$ cat config.mk
export PLATFORM = sky130hd
export DESIGN_NAME = lsu_scoreboard_ctrl
export DESIGN_NICKNAME = d
export VERILOG_FILES = /design/src/rtl/lsu_scoreboard_ctrl_pkg.sv /design/src/rtl/lsu_scoreboard_ctrl_sb_bitmap.sv /design/src/rtl/lsu_scoreboard_ctrl.sv
export SDC_FILE = /design/constraint.sdc
export NUM_CORES = 1
export LEC_CHECK = 0
export ABC_AREA = 0
export BUFFER_PORTS_ARGS = -buffer_cell sky130_fd_sc_hd__buf_4
export CAP_MARGIN = 20
export CORE_UTILIZATION = 55
export CTS_CLUSTER_SIZE = 40
export DETAILED_ROUTE_END_ITERATION = 8
export PLACE_DENSITY = 0.76
export SLEW_MARGIN = 25
export SYNTH_ARGS = -nofsm -noshare
export SYNTH_HDL_FRONTEND = slang
export SYNTH_HIERARCHICAL = 1
export SYNTH_SLANG_ARGS = --single-unit
$ cat constraint.sdc
create_clock -name clk -period 3.7 [get_ports clk]
set_input_delay 0.37 -clock clk [delete_from_list [all_inputs] [get_ports clk]]
set_output_delay 0.37 -clock clk [all_outputs]
set_load 0.005 [all_outputs]
$ cat src/rtl/lsu_scoreboard_ctrl_pkg.sv
// Shared encodings for the long-latency unit scoreboard: register-file select,
// source bit positions in float_read/src_used, and the default in-flight limit.
package lsu_scoreboard_ctrl_pkg;

    localparam logic RF_INT = 1'b0;
    localparam logic RF_FP  = 1'b1;

    localparam int SRC_RS1 = 2;
    localparam int SRC_RS2 = 1;
    localparam int SRC_RS3 = 0;

    localparam int SB_MAX_OUT = 2;

endpackage

$ cat src/rtl/lsu_scoreboard_ctrl_sb_bitmap.sv
// 32-entry pending-register bitmap with one set port, one clear port and three read ports.
// Updates land at the clock edge; reads reflect registered state only.
module sb_bitmap #(
    parameter bit ZERO_X0 = 1'b0
) (
    input  logic        clk,
    input  logic        rst,
    input  logic        set_en_i,
    input  logic [4:0]  set_idx_i,
    input  logic        clr_en_i,
    input  logic [4:0]  clr_idx_i,
    input  logic [4:0]  rd0_idx_i,
    input  logic [4:0]  rd1_idx_i,
    input  logic [4:0]  rd2_idx_i,
    output logic        rd0_o,
    output logic        rd1_o,
    output logic        rd2_o,
    output logic [31:0] pend_o
);

    logic [31:0] pend_q;
    logic [31:0] pend_d;

    always_comb begin
        pend_d = pend_q;
        if (clr_en_i) pend_d[clr_idx_i] = 1'b0;
        if (set_en_i) pend_d[set_idx_i] = 1'b1;
        // x0 is never a real destination in the integer file
        if (ZERO_X0) pend_d[0] = 1'b0;
    end

    always_ff @(posedge clk) begin
        if (rst) pend_q <= '0;
        else     pend_q <= pend_d;
    end

    assign rd0_o  = pend_q[rd0_idx_i];
    assign rd1_o  = pend_q[rd1_idx_i];
    assign rd2_o  = pend_q[rd2_idx_i];
    assign pend_o = pend_q;

endmodule

$ cat src/rtl/lsu_scoreboard_ctrl.sv
// Issue-stage scoreboard for the shared long-latency unit: stalls ID/PC on RAW/WAW/full,
// pulses unit_start on issue, retires on writeback. Stall is combinational; wb releases next cycle.
module lsu_scoreboard_ctrl
    import lsu_scoreboard_ctrl_pkg::*;
#(
    parameter int MAX_OUT = SB_MAX_OUT,
    parameter int CNT_W   = 3
) (
    input  logic       clk,
    input  logic       rst,
    input  logic       id_valid,
    input  logic       id_long,
    input  logic       id_wr,
    input  logic       id_fw,
    input  logic [4:0] id_rd,
    input  logic [4:0] id_rs1,
    input  logic [4:0] id_rs2,
    input  logic [4:0] id_rs3,
    input  logic [2:0] float_read,
    input  logic [2:0] src_used,
    input  logic       flush,
    input  logic       wb_valid,
    input  logic       wb_fw,
    input  logic [4:0] wb_rd,
    output logic       id_stall,
    output logic       pc_stall,
    output logic       unit_start,
    output logic       busy,
    output logic       full,
    output logic       err
);

    logic [CNT_W-1:0] cnt_q, cnt_d;
    logic             err_q, err_d;
    logic [31:0]      pend_i, pend_f;
    logic [2:0]       hit_i, hit_f;
    logic             src_haz, waw_haz, res_haz, issue, wb_hit, wb_x0;

    sb_bitmap #(.ZERO_X0(1'b1)) u_bm_int (
        .clk       (clk),
        .rst       (rst),
        .set_en_i  (issue && id_wr && (id_fw == RF_INT)),
        .set_idx_i (id_rd),
        .clr_en_i  (wb_valid && (wb_fw == RF_INT)),
        .clr_idx_i (wb_rd),
        .rd0_idx_i (id_rs1),
        .rd1_idx_i (id_rs2),
        .rd2_idx_i (id_rs3),
        .rd0_o     (hit_i[SRC_RS1]),
        .rd1_o     (hit_i[SRC_RS2]),
        .rd2_o     (hit_i[SRC_RS3]),
        .pend_o    (pend_i)
    );

    sb_bitmap #(.ZERO_X0(1'b0)) u_bm_fp (
        .clk       (clk),
        .rst       (rst),
        .set_en_i  (issue && id_wr && (id_fw == RF_FP)),
        .set_idx_i (id_rd),
        .clr_en_i  (wb_valid && (wb_fw == RF_FP)),
        .clr_idx_i (wb_rd),
        .rd0_idx_i (id_rs1),
        .rd1_idx_i (id_rs2),
        .rd2_idx_i (id_rs3),
        .rd0_o     (hit_f[SRC_RS1]),
        .rd1_o     (hit_f[SRC_RS2]),
        .rd2_o     (hit_f[SRC_RS3]),
        .pend_o    (pend_f)
    );

    assign src_haz = |(src_used & ((float_read & hit_f) | (~float_read & hit_i)));
    assign waw_haz = id_wr && ((id_fw == RF_FP) ? pend_f[id_rd] : pend_i[id_rd]);
    assign full    = (cnt_q == CNT_W'(MAX_OUT));
    assign res_haz = id_long && full;

    assign id_stall   = id_valid && !flush && (src_haz || waw_haz || res_haz);
    assign pc_stall   = id_stall;
    assign issue      = id_valid && id_long && !id_stall && !flush;
    assign unit_start = issue;

    assign wb_x0  = (wb_fw == RF_INT) && (wb_rd == 5'd0);
    assign wb_hit = (wb_fw == RF_FP) ? pend_f[wb_rd] : pend_i[wb_rd];

    always_comb begin
        cnt_d = cnt_q;
        err_d = err_q;
        if (issue && !wb_valid) begin
            cnt_d = cnt_q + CNT_W'(1);
        end else if (wb_valid && !issue && (cnt_q != '0)) begin
            cnt_d = cnt_q - CNT_W'(1);
        end
        // A writeback nobody asked for means the unit and the scoreboard disagree
        if (wb_valid && ((!wb_hit && !wb_x0) || (cnt_q == '0))) begin
            err_d = 1'b1;
        end
    end

    always_ff @(posedge clk) begin
        if (rst) begin
            cnt_q <= '0;
            err_q <= 1'b0;
        end else begin
            cnt_q <= cnt_d;
            err_q <= err_d;
        end
    end

    assign busy = (cnt_q != '0);
    assign err  = err_q;

endmodule

==> impl_summary.md <==
Setup path
The kind of end point of the critical path is a flop. The largest individual stage delay along the critical path comes from the cell mux4_2. The critical path goes through mux4_2 > nand2b_1 > o211ai_1 > nand4_1 > mux2_2 > a22oi_1 > nand2_1 > a21oi_2 > buf_4 > nand2_1 > nor2_1 > and3b_1 > nand2_1 > a21oi_1.

Data arrives at the worst endpoint at 3.58 ns. Among the stages of the critical path, the cell type that occurs most often is nand2_1. For the worst setup path, the data required time is 3.99 ns. The startpoint kind of the worst setup timing path is a flop.

The largest incremental delay on the critical path is 0.49 ns. Along the worst path, the maximum fanout reaches 8. The critical path is of the flop to flop type.

STA
The smallest clock period supported by the final layout is computed as 3.29 ns. The final clock period utilization by the worst path is 88.9%. The hold violation count in the final report is 0. For the pin with the worst max-slew slack, the measured transition is 0.743 ns. The highest achievable clock rate is 0.304 GHz. Setup repair after global routing left no endpoint under its margin.

The tightest slew margin relative to the limit is 50.4%. The total negative setup slack is 0 ns. The count of final max-slew check failures came to 0. Setup violations remaining at the end of the flow were counted as 0.

The final clock skew is 0.0163 ns.

Pwr
Across the VDD grid, the largest voltage drop is 0.198 mV. For this design the ratio of total power to cell area is 284 nW/µm². The static leakage is 2.41 nW.

Floorplanning
The horizontal extent of the die is 106 µm. The die is 106 µm tall. The area of the core is 10400 µm². Pin placement for this block handled 46 I/O pins.

The die covers 11200 µm². The floorplan has 37 rows. Once the floorplan was initialized, standard cells occupied 57.1% of the core.

Outcome
The run finished with clean final reports.

Cells and area
After the last flow step, the layout net total stands at 741. The post-route netlist has 15.2% of its cells at a drive strength greater than 1. Compared with the post-synthesis result, the final layout area differs by 7.53%. The repair_antennas step left the layout with diodes totalling 0. The final core area utilization is 61.4%.

Place
After legalization and detailed placement, the total HPWL measured 13700 µm. The congestion estimate from routability-driven global placement came to 0.954. The count of input and output buffers is 45.

Clock network
The count of clock tree sinks is 67. The count of cells resized by post-cts repair is 0. The clock edge transition at the registers on the reported setup and hold paths is 0.09 ns. The number of buffers added by the clock tree synthesis step is 9.

The worst-skew pair later-pin latency is 0.37 ns. The maximum root-to-sink buffer count is 2. The clock tree from TritonCTS is yes. The H-tree was split into 3 levels. The post-CTS setup repair buffer count is 0. The buffer type at the clock tree root is clkbuf_8. The number of buffers added to fix hold violations after cts is 0.

Flow run
The number of maximum-capacitance violations is 0.

Synth
Sorting the synthesized cells by area gives the leading types as dfxtp_1, mux2i_1, mux4_2. The number of different library cells in the post-synthesis netlist is 49. For this run, the register share of the synthesized area comes to 22.5%. The area fraction of the dominant cell type after synthesis is 22.5%. The yosys synthesis warning count is 6. Among all flip-flop cells after synthesis, the most frequent one is dfxtp_1. The synthesized net count is 714.

The biggest area contributor in the post-synthesis netlist is dfxtp_1. The most common cell in the synthesized netlist is nand2_1. After synthesis, the most frequently instantiated cells are nand2_1, a21oi_1, mux2i_1. The mean instance size in the synthesized netlist is 8.84 µm². The async set-reset flop share out of synthesis is 0%. The number of enable-type register cells in the synthesized netlist is 0. The post-synthesis sequential element count is 67. The mapped cell area is 5950 µm². In the synthesized netlist, the number of instances is 673.

Route
The mean number of vias per cell is 7.16. After detailed routing, the average wire length per cell comes to 23.1 µm. The final wirelength is 19500 µm. The via count of the routed design is 6025. For this block, the initial DRC count from the detailed router was 1025. For this run, the detailed router's first-pass iteration total came to 8. Once detail routing completed, the nets flagged for antenna violations numbered 0. In the routed design, unresolved DRC markers number 0.

GRT
The via count of the first global-routing pass is 5509. The maximum number of pins on one net before global-route repair is 70. The initial antenna violation count came to 0. Summed over all layers, the global routing overflow is 0. The first-pass GRT wire length is 29800 µm. The overall fraction of global-route tracks in use is 34.4%.

Hold path
The worst hold path belongs to the class primary input to flop.
-- cell families (layout without fill, tap and decap cells) --
family | Yosys count | count (layout) | synth area share [%]
buffers and inverters | 44 | 76 | 5.70
AO/OA/AOI/OAI | 196 | 196 | 19.1
AND/OR/NAND/NOR | 233 | 233 | 20.1
flip-flops | 67 | 67 | 22.5
adder cells (fa/ha/maj) | 1 | 1 | 0.337
other | 1 | 1 | 0.0630
multiplexers | 131 | 131 | 32.1
-- layout by cell type, fill, tap and decap left out, types with 5 or more instances in the layout --
master and instances:
a211oi_1 9, and2b_1 5, inv_1 7, o21ai_0 58
nor3b_1 7, nor2_1 28, mux4_2 28, o21ai_1 6
nand3b_1 15, a21oi_1 86, nand3_1 25, buf_4 53
a22oi_1 21, clkbuf_8 9, dfxtp_1 67, nand2b_1 11
and3b_1 6, mux4_1 15, nand2_1 97, nor2b_1 11
mux2i_1 83
-- final timing paths --
kind	from	to	slack, ns	cells past startpoint
worst max-delay path	u_bm_int/pend_o[6]	u_bm_fp/pend_o[5]	0.41	14
worst min-delay path	wb_valid	err	0.31	3
worst max register to register	u_bm_int/pend_o[6]	u_bm_fp/pend_o[5]	0.41	14
worst min register to register	err	err	0.51	2
-- sequential cells by signal (all words and copies together) (netlist names) --
register and cells:
u_bm_fp/pend_o 32, err 1, cnt_q 3, u_bm_int/pend_o 31
-- area by class of cell --
class | count | area (µm²)
well taps | 136 | 170
repair buffers | 53 | 398
multi-input cells | 562 | 4270
clock buffers | 10 | 128
flip-flops and latches | 67 | 1340
clock inverters | 6 | 65.1
inverters | 7 | 26.3
fillers | 898 | 4020
-- power breakdown --
group	leakage, nW	internal [mW]	total (mW)	switching [mW]
clock network	0.0966	0.313	0.637	0.324
registers	0.540	0.736	0.758	0.0215
logic	1.77	0.182	0.424	0.242
total	2.41	1.23	1.82	0.587
-- routing by layer --
layer	vias up	track usage, %	share of wire, %
li1	2615	-	-
met3	55	6.87	14
met2	507	51.6	44
met5	-	0	0
met1	2848	48.1	40
met4	0	14.9	2.6
-- worst max-delay path, delay by kind of cell, from the launching register on --
family,cells,cell delay [ns]
flip-flops,1,0.39
AO/OA/AOI/OAI,4,0.59
AND/OR/NAND/NOR,7,1.33
multiplexers,2,0.77
buffers and inverters,1,0.15
-- through the flow --
stage,setup slack [ns],hold slack (ns),cell area [µm²],cells,total power [mW]
after floorplan,0.521,0.439,5950,673,1.04
after global placement,0.239,0.478,6200,825,1.17
after detailed placement,0.154,0.496,6200,825,1.19
after CTS,0.514,0.307,6400,841,1.81
after global routing,0.296,0.344,6400,841,1.87
final,0.409,0.312,6400,841,1.82
Note: power is estimated with default switching activity, not from simulation.
